--- config.mk ---
export PLATFORM = sky130hd
export DESIGN_NAME = vga_timing_controller
export DESIGN_NICKNAME = d
export VERILOG_FILES = /design/src/rtl/vga_timing_pkg.sv /design/src/rtl/vga_timing_controller_axis.sv /design/src/rtl/vga_timing_controller.sv
export SDC_FILE = /design/constraint.sdc
export NUM_CORES = 1
export LEC_CHECK = 0
export BUFFER_PORTS_ARGS = -buffer_cell sky130_fd_sc_hd__buf_2
export CORE_MARGIN = 8
export CORE_UTILIZATION = 40
export DETAILED_ROUTE_END_ITERATION = 6
export PLACE_DENSITY = 0.72
export SLEW_MARGIN = 30
export SYNTH_ARGS = -nofsm -noshare
export SYNTH_HDL_FRONTEND = slang
export SYNTH_SLANG_ARGS = --single-unit
--- constraint.sdc ---
create_clock -name clk -period 5.2 [get_ports clk]
set_input_delay 0.26 -clock clk [delete_from_list [all_inputs] [get_ports clk]]
set_output_delay 0.26 -clock clk [all_outputs]
set_load 0.01 [all_outputs]
--- src/rtl/vga_timing_pkg.sv ---
// Shared VGA timing constants, the decode bundle produced by each axis counter,
// and the constant-evaluation helpers used to size the counters.
package vga_timing_pkg;

  // 640x480 @ 60 Hz, 25.175 MHz pixel clock
  localparam int VGA640_H_PIXELS = 640;
  localparam int VGA640_H_FP     = 16;
  localparam int VGA640_H_PULSE  = 96;
  localparam int VGA640_H_BP     = 48;
  localparam int VGA640_V_PIXELS = 480;
  localparam int VGA640_V_FP     = 10;
  localparam int VGA640_V_PULSE  = 2;
  localparam int VGA640_V_BP     = 33;

  // 800x600 @ 60 Hz, 40 MHz pixel clock, positive syncs
  localparam int SVGA800_H_PIXELS = 800;
  localparam int SVGA800_H_FP     = 40;
  localparam int SVGA800_H_PULSE  = 128;
  localparam int SVGA800_H_BP     = 88;
  localparam int SVGA800_V_PIXELS = 600;
  localparam int SVGA800_V_FP     = 1;
  localparam int SVGA800_V_PULSE  = 4;
  localparam int SVGA800_V_BP     = 23;

  typedef struct packed {
    logic active;  // count inside the visible region
    logic sync;    // count inside the sync pulse
    logic first;   // count is zero
  } axis_decode_t;

  function automatic int axis_period(int pixels, int fp, int pulse, int bp);
    return pixels + fp + pulse + bp;
  endfunction

  // Never returns less than 1 so a period of 1 still gets a real register.
  function automatic int clog2_min1(int value);
    int width;
    width = 1;
    for (int i = 1; i < 31; i++) begin
      if ((1 << i) < value) width = i + 1;
    end
    return width;
  endfunction

endpackage

--- src/rtl/vga_timing_controller_axis.sv ---
// One raster axis: a wrapping period counter plus the active/sync/first decodes
// of its current count. Instantiated once per axis by vga_timing_controller.
module vga_axis_counter
  import vga_timing_pkg::*;
#(
  parameter int PIXELS = VGA640_H_PIXELS,
  parameter int FP     = VGA640_H_FP,
  parameter int PULSE  = VGA640_H_PULSE,
  parameter int BP     = VGA640_H_BP
) (
  input  logic         clk,
  input  logic         reset,
  input  logic         cnt_en,
  output logic [31:0]  count,
  output logic         wrap,
  output axis_decode_t dec
);

  localparam int PERIOD = axis_period(PIXELS, FP, PULSE, BP);
  localparam int W      = clog2_min1(PERIOD);

  localparam logic [W-1:0] LAST    = W'(PERIOD - 1);
  localparam logic [31:0]  ACT_END = 32'(PIXELS);
  localparam logic [31:0]  SYNC_LO = 32'(PIXELS + FP);
  localparam logic [31:0]  SYNC_HI = 32'(PIXELS + FP + PULSE);

  logic [W-1:0] count_q, count_d;

  assign wrap  = (count_q == LAST);
  assign count = 32'(count_q);

  always_comb begin
    count_d = count_q;
    if (cnt_en) count_d = wrap ? '0 : count_q + 1'b1;
  end

  // NOTE: state registers use non-blocking assignment so every flop samples
  // pre-edge values; the async reset sits in the sensitivity list.
  always_ff @(posedge clk or posedge reset) begin
    if (reset) count_q <= '0;
    else       count_q <= count_d;
  end

  // Decodes compare at 32 bits so SYNC_HI may equal PERIOD without overflow.
  always_comb begin
    dec        = '0;
    dec.active = (count < ACT_END);
    dec.sync   = (count >= SYNC_LO) && (count < SYNC_HI);
    dec.first  = (count_q == '0);
  end

endmodule

--- src/rtl/vga_timing_controller.sv ---
// VGA raster timing generator: chains a horizontal and a vertical axis counter
// and registers sync, display-enable, coordinates and start pulses (latency 1).
module vga_timing_controller
  import vga_timing_pkg::*;
#(
  parameter int   H_PIXELS = VGA640_H_PIXELS,
  parameter int   H_FP     = VGA640_H_FP,
  parameter int   H_PULSE  = VGA640_H_PULSE,
  parameter int   H_BP     = VGA640_H_BP,
  parameter logic H_POL    = 1'b0,
  parameter int   V_PIXELS = VGA640_V_PIXELS,
  parameter int   V_FP     = VGA640_V_FP,
  parameter int   V_PULSE  = VGA640_V_PULSE,
  parameter int   V_BP     = VGA640_V_BP,
  parameter logic V_POL    = 1'b0
) (
  input  logic        clk,
  input  logic        reset,
  input  logic        enable,
  output logic        h_sync,
  output logic        v_sync,
  output logic        disp_ena,
  output logic [31:0] column,
  output logic [31:0] row,
  output logic        frame_start,
  output logic        line_start
);

  logic [31:0]  h_count, v_count;
  logic         h_wrap, v_en;
  logic         v_wrap_unused;  // end-of-frame carry; nothing downstream needs it
  axis_decode_t h_dec, v_dec;

  assign v_en = enable & h_wrap;

  vga_axis_counter #(.PIXELS(H_PIXELS), .FP(H_FP), .PULSE(H_PULSE), .BP(H_BP)) u_h_axis (
    .clk(clk), .reset(reset), .cnt_en(enable),
    .count(h_count), .wrap(h_wrap), .dec(h_dec)
  );

  vga_axis_counter #(.PIXELS(V_PIXELS), .FP(V_FP), .PULSE(V_PULSE), .BP(V_BP)) u_v_axis (
    .clk(clk), .reset(reset), .cnt_en(v_en),
    .count(v_count), .wrap(v_wrap_unused), .dec(v_dec)
  );

  logic        h_sync_q, h_sync_d, v_sync_q, v_sync_d;
  logic        disp_ena_q, disp_ena_d;
  logic [31:0] column_q, column_d, row_q, row_d;
  logic        frame_start_q, frame_start_d, line_start_q, line_start_d;

  // Frozen cycles hold every level output but drop the pulses so none repeats.
  always_comb begin
    h_sync_d      = h_sync_q;
    v_sync_d      = v_sync_q;
    disp_ena_d    = disp_ena_q;
    column_d      = column_q;
    row_d         = row_q;
    frame_start_d = 1'b0;
    line_start_d  = 1'b0;
    if (enable) begin
      h_sync_d      = h_dec.sync ? H_POL : ~H_POL;
      v_sync_d      = v_dec.sync ? V_POL : ~V_POL;
      disp_ena_d    = h_dec.active & v_dec.active;
      frame_start_d = h_dec.first & v_dec.first;
      line_start_d  = h_dec.first & v_dec.active;
      if (h_dec.active && v_dec.active) begin
        column_d = h_count;
        row_d    = v_count;
      end
    end
  end

  always_ff @(posedge clk or posedge reset) begin
    if (reset) begin
      h_sync_q      <= ~H_POL;
      v_sync_q      <= ~V_POL;
      disp_ena_q    <= 1'b0;
      column_q      <= '0;
      row_q         <= '0;
      frame_start_q <= 1'b0;
      line_start_q  <= 1'b0;
    end else begin
      h_sync_q      <= h_sync_d;
      v_sync_q      <= v_sync_d;
      disp_ena_q    <= disp_ena_d;
      column_q      <= column_d;
      row_q         <= row_d;
      frame_start_q <= frame_start_d;
      line_start_q  <= line_start_d;
    end
  end

  assign h_sync      = h_sync_q;
  assign v_sync      = v_sync_q;
  assign disp_ena    = disp_ena_q;
  assign column      = column_q;
  assign row         = row_q;
  assign frame_start = frame_start_q;
  assign line_start  = line_start_q;

endmodule

After elaboration in Yosys (flattened, before gate mapping):

Cells that the tools add are included.
W data, S select, Z words.

* bits in registers: 45
* output and inout port bits: 69

* $add $sub $neg: 2
* magnitude comparators: 6
* eq/ne operators: 2
* muxes and demuxes: 6
* bitwise operators: 4
* reduce and logical (&&, ||, !) cells: 6

Operators by type and width (count)
* $add A10 B1 Y10 const B: 2
* $eq A10 B10 Y1 const B: 2
* $logic_not A10 Y1: 2
* $lt A10 B10 Y1 const B: 2
* $lt A10 B9 Y1 const B: 2
* $mux W10: 2
* $ge A10 B10 Y1 const B: 1
* $ge A10 B9 Y1 const B: 1
* $and A1 B1 Y1: 4
* $mux W1: 4
* $logic_and A1 B1 Y1: 3
* $reduce_and A2 Y1: 1

Logic depth before layout (Yosys ltp):

* word-level depth: 3
* depth in mapped cells: 6

Cells and area by module:

Synthesis repeated with hierarchy kept, for this count alone.

* cell total of the unflattened synthesis: 330
* area total of the unflattened synthesis: 4344.2 sq um

Modules (own cells, without submodules)
* vga_timing_controller: instances 1, cells an instance 152, area each 2777.7 sq um, sequential area each 1729.2 sq um
* vga_axis_counter (u_v_axis): instances 1, cells an instance 88, area each 798.3 sq um, sequential area each 250.2 sq um
* vga_axis_counter (u_h_axis): instances 1, cells an instance 90, area each 768.2 sq um, sequential area each 250.2 sq um

Least setup slack after synthesis:

Ideal clock, no wire load.

* path type: register to register
* start: reg u_h_axis.count_q[5]
* end: reg u_v_axis.count_q[9]
* arrival: 1.906 ns
* data required time: 5.079 ns
* setup slack: 3.173 ns
* cell stages (with the launch flop): 7
* path buffers: 2
* cells stage by stage: dfrtp_1 > buf_6 > or4b_4 > or3_1 > buf_2 > a211o_1 > a22o_1

* word-level cells in the longest chain between the ends: 2

RTL lines
* start: declaration: RTL line vga_timing_controller_axis.sv:27 `logic [W-1:0] count_q, count_d;`
* start signal: assignment: RTL line vga_timing_controller_axis.sv:41 `else count_q <= count_d;`
* $eq A10 B10 Y1: RTL line vga_timing_controller_axis.sv:29 `assign wrap = (count_q == LAST);`
* $and A1 B1 Y1: RTL line vga_timing_controller.sv:34 `assign v_en = enable & h_wrap;`
* end signal: assignment: RTL line vga_timing_controller_axis.sv:41
* end: declaration: RTL line vga_timing_controller_axis.sv:27

Every way passes these cells.
A chain may end at the register's enable or synchronous reset.

Worst setup path in the final report:

Ends and elaborated chain as after synthesis.

==> metrics.cfg <==
[route]
via_per_inst = 4.74
drc = 0
antenna_left = 0
wl_mm = 4.70
drtIter0Drc = 131
vias = 1570
dr.pass1.iters = 4
route.detailed.wl_per_inst_um = 14.2

[power]
clockPowerShare_pct = 27.2
p_switching_w = 0.000237
vdd_ir_drop_max_mv = 0.141
switching_share_pct = 29.7
seqPwrFrac_pct = 55.2
power_leakage_nw = 1.27
p_per_area_nw_per_um2 = 312
power.internal_w = 0.000561
combPwrFrac_pct = 17.6

[timing]
period_needed_ns = 2.15
worst_pin_slew_ns = 0.824
setup_tns_ns = 0
rsz0062_at_grt = no
fmax_ghz = 0.466
fin_crit_sh_pct = 41.3
setup_violations = 0
slew-limit-headroom_pct = 44.9
final_max_slew_viol_count = 0
final_hold_viol_count = 0
clock-skew-final_ns = 0.0116

[layout]
nFillCells = 590
design_area_um2 = 2560
layout_common_cells = conb_1, dfrtp_1, buf_2
drive_gt1_share_pct = 24.6
antennaDiodeCount = 0
final_nets = 262
area_growth_pct = 4.44
final_common_cell = conb_1

[setup_path]
crit_chain = or4b_4 > or3_1 > a211o_1 > a22o_1
cp.required_ns = 5.38
critical_path.top_delay_family = simple AND/OR/NAND/NOR gates
r2r_slack_ns = 3.05
path_max_fanout = 9
path_buf_inv = 0
cp.arrival_ns = 2.33
start_kind = flop
reg2reg_from = u_h_axis.count_q[5]
path_class = reg -> reg
max_stage_delay_ns = 0.60
reg2reg_depth = 4
r2r-end = u_v_axis.count_q[9]
cpMaxStageDelayCell = or4b_4
path_depth = 4
setup.worst_path.end = u_v_axis.count_q[9]
startpoint = u_h_axis.count_q[5]
crit_path_end_kind = flop

[yosys]
avgSynthCellArea_um2 = 10.7
synth_cell_types = 46
ys_seq_area_share_pct = 46.0
synth.ff_latch_count = 45
ys_async_sr_fraction_pct = 100
ys.flop_type = dfrtp_1
synthCells = 229
synth_area_um2 = 2450
yosys_warnings = 0
synth_edf_count = 0

[clock_tree]
ctsHtreeMaxLevel = 2
cts_tree = done
cts_setup_buffers = 0
clk_path_buf_depth = 2
clock-sinks = 45
path_clk_slew_ns = 0.08
clk_root_buffer_cell = clkbuf_8
cts_resized = 0
cts_buffers = 5
hold_buffers = 0
clkLatencyLatePin_ns = 0.30

[grt]
antenna_found_initial = 0
gr-total-overflow = 0
grt_max_degree = 46
grt_pass1_vias = 1607
grt_first_pass_wirelength_mm = 7.58
groute.usage.overall_pct = 10.6

[place]
place.gp.congestion = 0.851
dpl_cell_area_um2 = 2470
place.port_buffers = 27
hpwl_mm = 3.41

[floorplanning]
core_area_um2 = 5920
die_y_um = 94.3
row_count = 28
die_area_um2 = 8900
start_util_pct = 41.4
die_w_um = 94.3
io_pins = 72

[job]
drv_cap = 0

[min_path]
hold_class = in -> async

[run_status]
status = complete, no violations

-- metal layers --
layer	up-vias	routed length [um]	global-route usage [%]
met4	0	95	5.68
met1	746	2180	13.5
met5	-	0	0
li1	757	-	-
met2	60	2100	16.0
met3	7	324	2.96
-- state kept, by name, indices dropped and copies added (netlist names) --
register and flops:
column 10, disp_ena 1, frame_start 1, h_sync 1, line_start 1, row 10
u_h_axis.count_q 10, u_v_axis.count_q 10, v_sync 1
-- power groups by stage --
stage	clock, W	sequential [W]	combinational [W]
after floorplan	0	0.000441	0.000127
after global placement	0	0.000446	0.000140
after detailed placement	0	0.000446	0.000143
after CTS	0.000227	0.000440	0.000143
after global routing	0.000244	0.000448	0.000158
final	0.000217	0.000441	0.000141
-- cell type report --
class                      instances  area (um^2)  share of cell area (%)
sequential                        45         1130                    44.0
multi-input combinational        166         1070                    41.9
timing repair buffer              28          143                    5.57
tap                               75         93.8                    3.66
clock buffer                       8         90.1                    3.52
inverter                           9         33.8                    1.32
-- through the flow --
step / setup slack (ns) / total power [W] / hold WS [ns] / cells / utilization (%)
2_1_floorplan: 3.17 / 0.000568 / 0.481 / 272 / -
3_3_place_gp: 3.03 / 0.000586 / 0.429 / 323 / 41.8
3_5_place_dp: 3.03 / 0.000589 / 0.435 / 323 / 41.8
4_1_cts: 3.06 / 0.000811 / 0.105 / 331 / 43.3
5_1_grt: 2.91 / 0.000849 / 0.132 / 331 / 43.3
6_report: 3.05 / 0.000799 / 0.0855 / 331 / 43.3
-- worst min-delay path by stage --
stage          slack, ns           startpoint  depth (start not counted)                  end
5_1_grt             0.13                reset                          3  u_v_axis.count_q[5]
2_1_floorplan       0.48  u_v_axis.count_q[8]                          1  u_v_axis.count_q[8]
4_1_cts             0.11                reset                          3  u_v_axis.count_q[5]
3_3_place_gp        0.43                reset                          3  u_v_axis.count_q[5]
6_report            0.09                reset                          3  u_v_axis.count_q[4]
3_5_place_dp        0.43                reset                          3               row[6]
-- Yosys cell counts, types with 2 or more instances --
| library cell | number | share of area (%) |
|---|---|---|
| nor2_1 | 11 | 1.7 |
| o31ai_1 | 4 | 1.2 |
| and4_1 | 2 | 0.71 |
| inv_1 | 9 | 1.4 |
| and3_1 | 2 | 0.51 |
| buf_2 | 3 | 0.61 |
| or3_1 | 3 | 0.76 |
| nand4_1 | 6 | 1.5 |
| nand2_1 | 15 | 2.3 |
| mux2_2 | 19 | 8.7 |
| clkbuf_1 | 2 | 0.31 |
| ha_1 | 4 | 2.0 |
| dfrtp_1 | 43 | 44 |
| a31oi_1 | 3 | 0.76 |
| o21ai_0 | 5 | 1.0 |
| a21oi_1 | 4 | 0.82 |
| buf_4 | 46 | 14 |
| nand4b_1 | 2 | 0.71 |
| nand3b_1 | 2 | 0.61 |
| dfstp_2 | 2 | 2.1 |
| nor3_1 | 6 | 1.2 |
| o22ai_1 | 2 | 0.51 |
| and2_1 | 2 | 0.51 |
| xnor2_1 | 7 | 2.5 |
| mux2i_1 | 3 | 1.2 |
| nor3b_1 | 2 | 0.61 |
-- tightest hold or removal path, stage by stage --
cell and delay [ns]:
buf_2 0.10, clkinv_1 0.03, buf_4 0.45
-- cells by family after synthesis --
group	synth area share, %
muxes	9.94
AOI/OAI and AO/OA	6.48
other	0.153
adders and majority gates	2.04
and+or+nand+nor	15.7
buffers and inverters	16.8
DFF	46.0
xor gates and xnor gates	2.86
Note: power is estimated with default switching activity, not from simulation.
